<file path="src/rtl/peripheral_msi_master_port_ahb3.sv">
// AHB3-Lite master port of the MSI interconnect.
// Decodes the master address against per-slave base/mask pairs and drives a one-hot
// select to the slave ports. When the target slave port has not granted this master,
// the address phase is buffered and the master is stalled until the grant arrives.
// Unmapped accesses receive a two-cycle ERROR response generated locally.
module peripheral_msi_master_port_ahb3 #(
    parameter int unsigned PLEN   = 64,
    parameter int unsigned XLEN   = 64,
    parameter int unsigned SLAVES = 5
) (
    input  logic                           HCLK,
    input  logic                           HRESETn,

    // AHB master request
    input  logic                           mstHSEL,
    input  logic [PLEN-1:0]                mstHADDR,
    input  logic [XLEN-1:0]                mstHWDATA,
    input  logic                           mstHWRITE,
    input  logic [2:0]                     mstHSIZE,
    input  logic [2:0]                     mstHBURST,
    input  logic [3:0]                     mstHPROT,
    input  logic [1:0]                     mstHTRANS,
    input  logic                           mstHMASTLOCK,
    input  logic                           mstHREADY,

    // Response to master
    output logic [XLEN-1:0]                mstHRDATA,
    output logic                           mstHREADYOUT,
    output logic                           mstHRESP,

    // Address map
    input  logic [SLAVES-1:0][PLEN-1:0]    slvHADDRbase,
    input  logic [SLAVES-1:0][PLEN-1:0]    slvHADDRmask,

    // Request towards slave ports
    output logic [SLAVES-1:0]              slvHSEL,
    output logic [PLEN-1:0]                slvHADDR,
    output logic [XLEN-1:0]                slvHWDATA,
    output logic                           slvHWRITE,
    output logic [2:0]                     slvHSIZE,
    output logic [2:0]                     slvHBURST,
    output logic [3:0]                     slvHPROT,
    output logic [1:0]                     slvHTRANS,
    output logic                           slvHMASTLOCK,
    output logic                           slvHREADY,

    // Per-slave response
    input  logic [SLAVES-1:0][XLEN-1:0]    slvHRDATA,
    input  logic [SLAVES-1:0]              slvHREADYOUT,
    input  logic [SLAVES-1:0]              slvHRESP,

    // Arbitration handshake
    input  logic [SLAVES-1:0]              master_granted,
    output logic                           can_switch
);

    localparam int unsigned SW = (SLAVES > 1) ? $clog2(SLAVES) : 1;

    localparam logic [1:0] HTRANS_IDLE   = 2'b00;
    localparam logic [1:0] HTRANS_BUSY   = 2'b01;
    localparam logic [1:0] HTRANS_NONSEQ = 2'b10;
    localparam logic [1:0] HTRANS_SEQ    = 2'b11;

    typedef enum logic [2:0] {
        StIdle,
        StAccess,
        StPending,
        StErr1,
        StErr2
    } state_e;

    // Address phase held back while waiting for the slave port grant
    typedef struct packed {
        logic [PLEN-1:0] addr;
        logic            write;
        logic [2:0]      size;
        logic [2:0]      burst;
        logic [3:0]      prot;
        logic [1:0]      trans;
        logic            lock;
        logic [SW-1:0]   slv;
    } req_buf_t;

    state_e   state_q, state_d;
    logic     [SW-1:0] ds_q, ds_d;
    req_buf_t buf_q, buf_d;

    logic          hit_any;
    logic [SW-1:0] hit_idx;
    logic          hit_granted;
    logic          mst_req;
    logic          xfer;

    // Address decode: lowest-index matching slave wins
    always_comb begin
        hit_any = 1'b0;
        hit_idx = '0;
        for (int s = int'(SLAVES) - 1; s >= 0; s--) begin
            if ((mstHADDR & slvHADDRmask[s]) == (slvHADDRbase[s] & slvHADDRmask[s])) begin
                hit_any = 1'b1;
                hit_idx = SW'(s);
            end
        end
    end

    assign hit_granted = master_granted[hit_idx];
    assign mst_req     = mstHSEL & mstHTRANS[1];
    assign xfer        = mst_req & mstHREADY & mstHREADYOUT;

    // State, data-phase slave index and request buffer
    always_ff @(posedge HCLK or negedge HRESETn) begin
        if (!HRESETn) begin
            state_q <= StIdle;
            ds_q    <= '0;
            buf_q   <= '0;
        end else begin
            state_q <= state_d;
            ds_q    <= ds_d;
            buf_q   <= buf_d;
        end
    end

    // Next-state: route accepted transfers to pass-through, pending buffer or error
    always_comb begin
        state_d = state_q;
        ds_d    = ds_q;
        buf_d   = buf_q;
        case (state_q)
            StIdle, StAccess, StErr2: begin
                if (xfer) begin
                    if (!hit_any) begin
                        state_d = StErr1;
                    end else if (hit_granted) begin
                        state_d = StAccess;
                        ds_d    = hit_idx;
                    end else begin
                        state_d     = StPending;
                        buf_d.addr  = mstHADDR;
                        buf_d.write = mstHWRITE;
                        buf_d.size  = mstHSIZE;
                        buf_d.burst = mstHBURST;
                        buf_d.prot  = mstHPROT;
                        buf_d.trans = mstHTRANS;
                        buf_d.lock  = mstHMASTLOCK;
                        buf_d.slv   = hit_idx;
                    end
                end else if (state_q != StAccess || mstHREADYOUT) begin
                    state_d = StIdle;
                end
            end
            StPending: begin
                // Buffered phase is accepted once the port muxes us and is ready
                if (master_granted[buf_q.slv] && slvHREADYOUT[buf_q.slv]) begin
                    state_d = StAccess;
                    ds_d    = buf_q.slv;
                end
            end
            StErr1:  state_d = StErr2;
            default: state_d = StIdle;
        endcase
    end

    // Response path back to the master
    always_comb begin
        mstHRDATA    = '0;
        mstHREADYOUT = 1'b1;
        mstHRESP     = 1'b0;
        case (state_q)
            StAccess: begin
                mstHRDATA    = slvHRDATA[ds_q];
                mstHREADYOUT = slvHREADYOUT[ds_q];
                mstHRESP     = slvHRESP[ds_q];
            end
            StPending: mstHREADYOUT = 1'b0;
            StErr1: begin
                mstHREADYOUT = 1'b0;
                mstHRESP     = 1'b1;
            end
            StErr2:  mstHRESP = 1'b1;
            default: ;
        endcase
    end

    // Request path towards the slave ports: buffered phase or live pass-through
    always_comb begin
        slvHSEL      = '0;
        slvHADDR     = mstHADDR;
        slvHWRITE    = mstHWRITE;
        slvHSIZE     = mstHSIZE;
        slvHBURST    = mstHBURST;
        slvHPROT     = mstHPROT;
        slvHTRANS    = HTRANS_IDLE;
        slvHMASTLOCK = mstHMASTLOCK;
        slvHREADY    = mstHREADYOUT;
        if (state_q == StPending) begin
            slvHSEL[buf_q.slv] = 1'b1;
            slvHADDR           = buf_q.addr;
            slvHWRITE          = buf_q.write;
            slvHSIZE           = buf_q.size;
            slvHBURST          = buf_q.burst;
            slvHPROT           = buf_q.prot;
            // The slave port saw no preceding beat from us, so a SEQ must restart as NONSEQ
            slvHTRANS          = (buf_q.trans == HTRANS_SEQ) ? HTRANS_NONSEQ : buf_q.trans;
            slvHMASTLOCK       = buf_q.lock;
            slvHREADY          = 1'b1;
        end else begin
            if (state_q == StAccess) begin
                slvHREADY = mstHREADY;
            end
            if (mst_req && hit_any && hit_granted && state_q != StErr1) begin
                slvHSEL[hit_idx] = 1'b1;
                slvHTRANS        = mstHTRANS;
            end
        end
    end

    assign slvHWDATA = mstHWDATA;

    // A locked sequence or an in-flight burst must keep the slave port's grant
    assign can_switch = ~mstHMASTLOCK &
                        ((state_q != StAccess) |
                         ~((mstHTRANS == HTRANS_SEQ) | (mstHTRANS == HTRANS_BUSY)));

endmodule
</file>
<file path="config.mk">
export PLATFORM = sky130hd
export DESIGN_NAME = peripheral_msi_master_port_ahb3
export DESIGN_NICKNAME = d
export VERILOG_FILES = /design/src/rtl/peripheral_msi_master_port_ahb3.sv
export SDC_FILE = /design/constraint.sdc
export NUM_CORES = 1
export LEC_CHECK = 0
export BUFFER_PORTS_ARGS = -buffer_cell sky130_fd_sc_hd__buf_2
export CAP_MARGIN = 20
export CORE_AREA = 8 8 520 522
export CTS_CLUSTER_DIAMETER = 120
export DETAILED_ROUTE_END_ITERATION = 7
export DIE_AREA = 0 0 528 530
export REMOVE_ABC_BUFFERS = 1
export SKIP_CTS_REPAIR_TIMING = 1
export SYNTH_ARGS = -nofsm -noshare
export SYNTH_HDL_FRONTEND = slang
export SYNTH_SLANG_ARGS = --single-unit
</file>
<file path="constraint.sdc">
create_clock -name HCLK -period 3.1 [get_ports HCLK]
set_clock_uncertainty 0.1 [all_clocks]
set_input_delay 0.31 -clock HCLK [delete_from_list [all_inputs] [get_ports HCLK]]
set_output_delay 0.31 -clock HCLK [all_outputs]
set_load 0.01 [all_outputs]
</file>
Word level (Yosys, flattened, before mapping) --
Index checks and enable logic that the tools add are counted.
Word-level totals: register bits 87, bits of input ports 1121, output and inout port bits 215, logic and storage cells 121
Operators by class: magnitude comparators 5, equal/unequal tests 19, muxes and demuxes 53, bitwise gates (word level) 19, reduce and logical (&&, ||, !) cells 15
Operator list (count):
- AND 64 bit | 10
- == test 64 bit | 5
- binary-select mux 64 bit (select 3 bit) | 1
- two-way mux 64 bit | 3
- two-way mux 3 bit | 14
- two-way mux 1 bit | 16
- binary-select mux 1 bit (select 3 bit) | 5
- < comparator 3 x 4 -> 1 bit (second input constant) | 3
- two-way mux 2 bit | 5
- two-way mux 5 bit | 2
- one-hot mux 3 bit (3 select lines) | 1
- != test 2 bit (second input constant) | 4
- demux 1 bit (select 3 bit) | 2
- == test 3 x 2 -> 1 bit (second input constant) | 2
- greater-or-equal comparator 3 x 1 -> 1 bit (second input constant) | 2
- logical AND 1 bit | 6
- one-hot mux 3 bit (2 select lines) | 1
- AND reduction 5 bit | 1
- AND 1 bit | 4
- == test 2 bit (second input constant) | 2
- two-way mux 4 bit | 1
- one-hot mux 1 bit (2 select lines) | 2
- AND reduction 4 bit | 1
- OR reduction 2 bit | 2
- other kinds (13) | 16

Depth between registers and ports, before layout --
Gate-level depths: netlist of the first run.
depth after elaboration 13, depth in mapped cells 12, gate-level depth less buffers 9

Worst setup path before layout of the first run --
Ideal clock, no wire load.
kind input-to-reg, start point input port mstHADDR[23], end point register buf_q[10] in the netlist's numbering, setup time 125 ps, data arrival time 2732 ps, data required time 2875 ps, setup slack 143 ps, cell stages on the path 12, buffers on the path 3, path through buf_2 xor2_1 a22oi_1 nand4_1 nor4_1 nand2_1 mux2_4 a32o_2 a311o_1 buf_6 buf_12 mux2_4
On the way: word-level cells in the longest chain between the ends 11, elaborated cells on any way between the ends 24, classes of those cells eq/ne: 5; mux: 12; bitwise: 6; reduce/logical: 1
Ends and longest elaborated chain:
- start: declaration | line 16 | input logic [PLEN-1:0] mstHADDR,
- AND 64 bit | line 99 | if ((mstHADDR & slvHADDRmask[s]) == (slvHADDRbase[s] & slvHADDRmask[s])) begin
- == test 64 bit | line 99
- two-way mux 3 bit (5 in a row) | line 99
- binary-select mux 1 bit (select 3 bit) | line 106 | assign hit_granted = master_granted[hit_idx];
- two-way mux 1 bit (implied by the code) | line 106
- inverter 1 bit (no source line)
- AND reduction 4 bit (no source line) (*)
- end signal: assignment | line 119 | buf_q <= buf_d;
- end: declaration | line 86 | req_buf_t buf_q, buf_d;
Every way passes the cells marked *; elsewhere a longest branch is shown, timed or not. The select of a mux whose other input is x is not followed. A chain may end at the register's enable or synchronous reset.

Worst setup path in the final report of the first run --
start point input port mstHADDR[41], end point output port slvHSEL[3]
On the way: word-level cells in the longest chain between the ends 13, elaborated cells on any way between the ends 32, classes of those cells order compare: 2; eq/ne: 5; mux: 16; bitwise: 5; reduce/logical: 4
Ends and longest elaborated chain:
- AND 64 bit | line 99
- == test 64 bit | line 99
- two-way mux 3 bit (5 in a row) | line 99
- < comparator 3 x 4 -> 1 bit (implied by the code) (tied with other cells) | line 211 | slvHSEL[hit_idx] = 1'b1;
- logical AND 1 bit (implied by the code) / two-way mux 1 bit (equally long branches) | line 211, 106
- two-way mux 1 bit (implied by the code) / logical AND 1 bit (equally long branches) | line 211, 210
- demux 1 bit (select 3 bit) / logical AND 1 bit (equally long branches) | line 211, 210
- two-way mux 5 bit (*) | line 210 | if (mst_req && hit_any && hit_granted && state_q != StErr1) begin
- two-way mux 5 bit (*) | line 195 | if (state_q == StPending) begin
- end: declaration | line 36 | output logic [SLAVES-1:0] slvHSEL,
Marks and branches as above.

==> flow_summary.yaml, run 1 <==
synthesis:
  syn_area_mm2: 0.0126
  synth_top_flop_cell: "dfrtp_1"
  yosysMostFrequentCell: "xor2_1"
  synth_top_area_frac: 0.223
  synthCells: 1248
  netlist_top_cells_area: "xor2_1 22%, dfrtp_1 17%, a22oi_1 13%"
  synth-edff-count: 0
  ys_seq_elements: 87
  ys_seq_area_frac: 0.173
  yosysWarningCount: 0
  yosysTopAreaCell: "xor2_1"
  async_reset_ff_frac: 1.00
  synth.avg_cell_area_um2: 10.1
  synth_commonest_cells: "320 x xor2_1, 222 x a22oi_1, 87 x dfrtp_1"
  synthDistinctLibCells: 46
flow_run:
  cap_viol_max_count: 0
clock_network:
  numCtsBuffers: 9
  cts-root-buf: "clkbuf_16"
  clk_pin_slew_ns: 0.11
  cts_buffer_depth: 2
  clk_latency_ns: 0.42
  clock-sinks: 87
  cts_tree: "yes"
  htree_levels: 3
pwr:
  p_leak_uw: 0.0118
  ir_worst_vdd_v: 0.000214
  p_per_area_mw_per_mm2: 200
timing:
  final_hold_viol_count: 0
  fin_tns_setup_ns: -66.47
  period_needed_ns: 4.23
  slew_headroom: 0.351
  timing.final.ws_setup_ns: -1.13
  fin_crit_sh: 1.36
  drv_slew: 0
  setup_viol: 91
  worst_pin_slew_ns: 0.971
  fmax_ghz: 0.236
  rsz0062_at_grt: "true"
finish:
  multi_input_area_mm2: 0.00944
  post-route-util: 0.0980
  syn_to_final_growth_pct: 104
  finalInstanceArea_mm2: 0.0256
  nFillCells: 30653
  nets: 3665
  seqCellArea_mm2: 0.00219
  post_route_cells_drive_above_1_share: 0.690
critical_path:
  worst_r2r_path_depth: 8
  critPathArrivalTime_ns: 3.82
  critPathCaptureType: "primary output"
  setup.worst_path.class: "input pin to primary output"
  cp_max_fo: 4
  required_ns: 2.69
  start_kind: "input pin"
global_routing:
  track_usage: 0.175
  grt_max_degree: 67
  globalRouteOverflowTotal: 0
  grt_pass1_vias: 17992
  grt_pass1_wl_um: 297000
  antenna_found_initial: 571
detailed_routing:
  viasPerCell: 3.11
  num_vias: 19365
  wirelength_um: 261000
  drt_pass1_iterations: 7
  drtIter0Drc: 1361
  ant_nets: 0
  drt_drc_violations_left: 0
  wire_per_inst_um: 41.9
placement:
  io_buffers: 1207
  place_area_mm2: 0.0240
  gp_congestion: 0.937
  dpl.hpwl_um: 244000
floorplanning:
  core_area_mm2: 0.262
  io_pins: 1336
  initial_utilization: 0.0481
  rows: 188
  fp.dieW_um: 528
  die_h_um: 530
  die-area_mm2: 0.280
run_status:
  violations: "setup timing"
  status: "finished, violations left"
min_path:
  min_path_type: "input pin to flop"
  hold_path_depth: 2
==> critical path, cell delays in order <==
cell and delay, ns:
buf_12 0.13, buf_8 0.13, xor2_2 0.16, a22oi_2 0.17
buf_4 0.13, nand4_1 0.65, nor4_2 0.46, buf_4 0.19
nand2_4 0.05, buf_6 0.11, nand4b_1 0.11, a32o_2 0.17
nand4b_1 0.16, buf_12 0.19, o31ai_4 0.36, buf_6 0.17
buf_12 0.11
==> routing by layer <==
layer / share of wire / global-route usage / vias up / wire length (µm)
met4: 0.043 / 0.0486 / 326 / 11200
met1: 0.33 / 0.166 / 8759 / 84800
li1: - / - / 7386 / -
met3: 0.16 / 0.131 / 936 / 41200
met5: 0.0084 / 0.00186 / - / 2200
met2: 0.47 / 0.299 / 1958 / 121000
==> path summary, 6_finish.rpt <==
path	from	endpoint	slack, ns
setup reg to reg	ds_q[0]$_DFFE_PN0P_	buf_q[24]$_DFFE_PN0P_	0.47
min in group asynchronous	HRESETn	buf_q[32]$_DFFE_PN0P_	0.37
hold reg to reg	buf_q[78]$_DFFE_PN0P_	buf_q[78]$_DFFE_PN0P_	0.41
hold / removal	mstHWRITE	buf_q[16]$_DFFE_PN0P_	0.04
setup / recovery	mstHADDR[41]	slvHSEL[3]	-1.13
max in group asynchronous	HRESETn	ds_q[1]$_DFFE_PN0P_	1.76
==> cells in the final DEF (no fill, tap or decap), types with 4 or more instances in the layout <==
master	synthesis	routed
inv_1	9	8
buf_6	21	14
o21ai_4	0	4
clkbuf_16	0	17
buf_4	64	208
buf_12	8	43
nand3_1	9	8
mux2_2	77	77
nor2_1	73	72
nand2_1	20	15
diode_2	0	161
xor2_2	0	7
mux2_4	77	77
mux4_2	66	66
buf_2	44	1185
a22oi_1	222	213
a22oi_2	2	11
buf_8	0	5
dfrtp_1	87	84
nor4_2	0	6
nand4_1	42	42
xor2_1	320	312
==> registers in the layout, indices dropped and copies added (netlist names) <==
name / count
buf_q: 81
ds_q: 3
state_q: 3
==> final cells by class <==
class | instances | area share
multi-input combinational | 969 | 0.368
timing repair buffer | 1468 | 0.347
tap | 3515 | 0.171
sequential | 87 | 0.0852
antenna | 161 | 0.0157
clock buffer | 9 | 0.00878
clock inverter | 7 | 0.00278
inverter | 9 | 0.00137
==> kinds of logic after synthesis <==
kind of cell / after synthesis / share of synthesized area
AND/OR/NAND/NOR: 173 / 0.0671
buffers and inverters: 192 / 0.104
AO/OA/AOI/OAI: 253 / 0.151
XOR/XNOR: 320 / 0.223
multiplexers: 223 / 0.282
flip-flops: 87 / 0.173
==> report_power, final <==
| group | internal [µW] | leakage, µW | switching [µW] |
|---|---|---|---|
| Sequential | 1130 | 0.00118 | 0 |
| Clock | 571 | 0.000147 | 738 |
| Combinational | 1170 | 0.0104 | 1510 |
| Total | 2880 | 0.0118 | 2240 |
==> per-stage QoR <==
step | power, µW | setup WS, ns | instances | hold slack (ns)
finish | 5120 | -1.13 | 6225 | 0.0411
detailed placement | 3880 | -2.05 | 6020 | 0.313
global route | 5370 | -1.14 | 6143 | 0.00445
global placement | 3890 | -2.76 | 6018 | 0.308
CTS | 5250 | -2.05 | 6036 | -0.212
floorplan | 1770 | -6.74 | 1065 | -0.0856
Power figures use the tool's default switching activity.
==> run 2: changes to the inputs <==
Settings changed: CORE_AREA 8 8 520 522 to 8 8 515 517, DIE_AREA 0 0 528 530 to 0 0 523 525.
Clock period 3.1 ns to 5.5 ns, I/O delays scaled along.
==> run 2 against run 1 <==
Compared with the run above: the run now ends clean; combinational power decreased by 47%; final area fell by 10%; first-iteration DRC count grew 34%; clock power fell by 42%; sequential share of layout area rose by 0.96 points; routed wire length increased by 0.78%; count of clock-buffer cells in the layout stayed put; register-to-register slack gained 1.5 ns; worst setup slack gained 1.2 ns.
==> flow_summary.yaml, run 2 (same netlist as run 1, synthesis figures left out) <==
clock_network:
  clock-sinks: 87
  numCtsBuffers: 9
  cts_tree: "yes"
  htree_levels: 3
  clk_pin_slew_ns: 0.10
  cts-root-buf: "clkbuf_16"
  cts_buffer_depth: 2
  clk_latency_ns: 0.44
pwr:
  ir_worst_vdd_v: 0.000148
  p_per_area_mw_per_mm2: 122
  p_leak_uw: 0.0105
finish:
  post-route-util: 0.0894
  reg.largest.list: "buf_q (81), ds_q (3), state_q (3)"
  nFillCells: 30134
  nets: 3469
  multi_input_area_mm2: 0.00917
  final_common_cell: "buf_2"
  post_route_cells_drive_above_1_share: 0.649
  regMostFlops: "buf_q"
  syn_to_final_growth_pct: 83.2
  largest_reg_flops: 81
  seqCellArea_mm2: 0.00218
  final_cell_mix: "1202 x buf_2, 319 x xor2_1, 222 x a22oi_1, 85 x dfrtp_1"
  fin_cells: 5938
placement:
  io_buffers: 1207
  dpl.cell_count: 5739
  post-place-ws_ns: -0.920
  gp_congestion: 0.946
  dpl.hpwl_um: 246000
detailed_routing:
  num_vias: 19144
  drt_pass1_iterations: 5
  top_layer: "met5"
  wire_per_inst_um: 44.3
  wl_met2_um: 126000
  wl_met1_um: 87700
  viasPerCell: 3.22
  drt_drc_violations_left: 0
  ant_nets: 0
  drtIter0Drc: 1819
  wl_met3_um: 37600
  wirelength_um: 263000
global_routing:
  grt_pass1_wl_um: 304000
  track_usage: 0.182
  grt_pass1_vias: 18120
  globalRouteOverflowTotal: 0
  antenna_found_initial: 581
  grt_max_degree: 58
floorplanning:
  die_h_um: 525
  rows: 187
  core_area_mm2: 0.258
  initial_utilization: 0.0488
  fp.dieW_um: 523
  die-area_mm2: 0.275
  io_pins: 1336
critical_path:
  critPathArrivalTime_ns: 4.80
  setup.worst_path.class: "input pin to primary output"
  cp_max_fo: 8
  critPathCaptureType: "primary output"
  start_kind: "input pin"
  required_ns: 4.85
timing:
  timing.final.ws_setup_ns: 0.0471
  slew_headroom: 0.381
  fmax_ghz: 0.183
  drv_slew: 0
  worst_pin_slew_ns: 0.925
  final_hold_viol_count: 0
  period_needed_ns: 5.45
  fin_crit_sh: 0.991
  rsz0062_at_grt: "true"
  setup_viol: 0
min_path:
  min_path_type: "input pin to asynchronous set/reset pin"
run_status:
  status: "finished clean"
flow_run:
  cap_viol_max_count: 0
[run 2: per-layer routing]
layer  up-vias  global-route usage
li1       7034                   -
met1      8900               0.179
met2      1980               0.323
met3       908               0.117
met4       322              0.0372
met5         -             0.00263
[run 2: worst max-delay path, cell delays in order]
cell	delay, ns
buf_2	0.43
xor2_1	0.25
a22oi_1	0.19
nand4_1	0.68
nor4_2	0.54
buf_4	0.22
nand2_1	0.21
and2_2	0.33
o211ai_1	0.14
nand4b_1	0.20
buf_12	0.20
o21ai_1	0.47
buf_4	0.25
buf_12	0.10
[run 2: where the power goes]
part / switching [µW] / internal (µW) / leakage (µW)
registers: 0 / 639 / 0.00118
logic: 865 / 545 / 0.00913
clock network: 433 / 326 / 0.000150
total: 1300 / 1510 / 0.0105
[run 2: area by class of cell]
type                            count  share of cell area
Clock inverter                      7             0.00342
Antenna cell                      183              0.0199
Tap cell                         3402               0.185
Sequential cell                    87              0.0948
Multi-Input combinational cell    969               0.398
Inverter                            9             0.00147
Timing Repair Buffer             1272               0.288
Clock buffer                        9             0.00978
[run 2: metrics by stage]
stage	setup TNS (ns)	area (µm²)	total power [µW]	hold WS (ns)
after global routing	-0.00207	22800	2950	0.0523
final	0	23000	2810	0.0357
after CTS	-4.23	22500	2920	0.0144
after floorplan	-435.93	11300	997	0.154
after global placement	-17.92	22200	2120	0.390
after detailed placement	-13.52	22200	2110	0.390
[run 2: final timing paths]
| kind | slack (ns) | cells after the start | end | start |
|---|---|---|---|---|
| min reg2reg | 0.41 | 1 | buf_q[21]$_DFFE_PN0P_ | buf_q[21]$_DFFE_PN0P_ |
| max reg2reg | 1.97 | 6 | buf_q[26]$_DFFE_PN0P_ | ds_q[0]$_DFFE_PN0P_ |
| min in group HCLK | 0.27 | 2 | buf_q[12]$_DFFE_PN0P_ | mstHBURST[2] |
| min | 0.04 | 1 | buf_q[32]$_DFFE_PN0P_ | HRESETn |
| max | 0.05 | 14 | slvHSEL[1] | mstHADDR[27] |
| max in group asynchronous | 4.05 | 2 | buf_q[74]$_DFFE_PN0P_ | HRESETn |
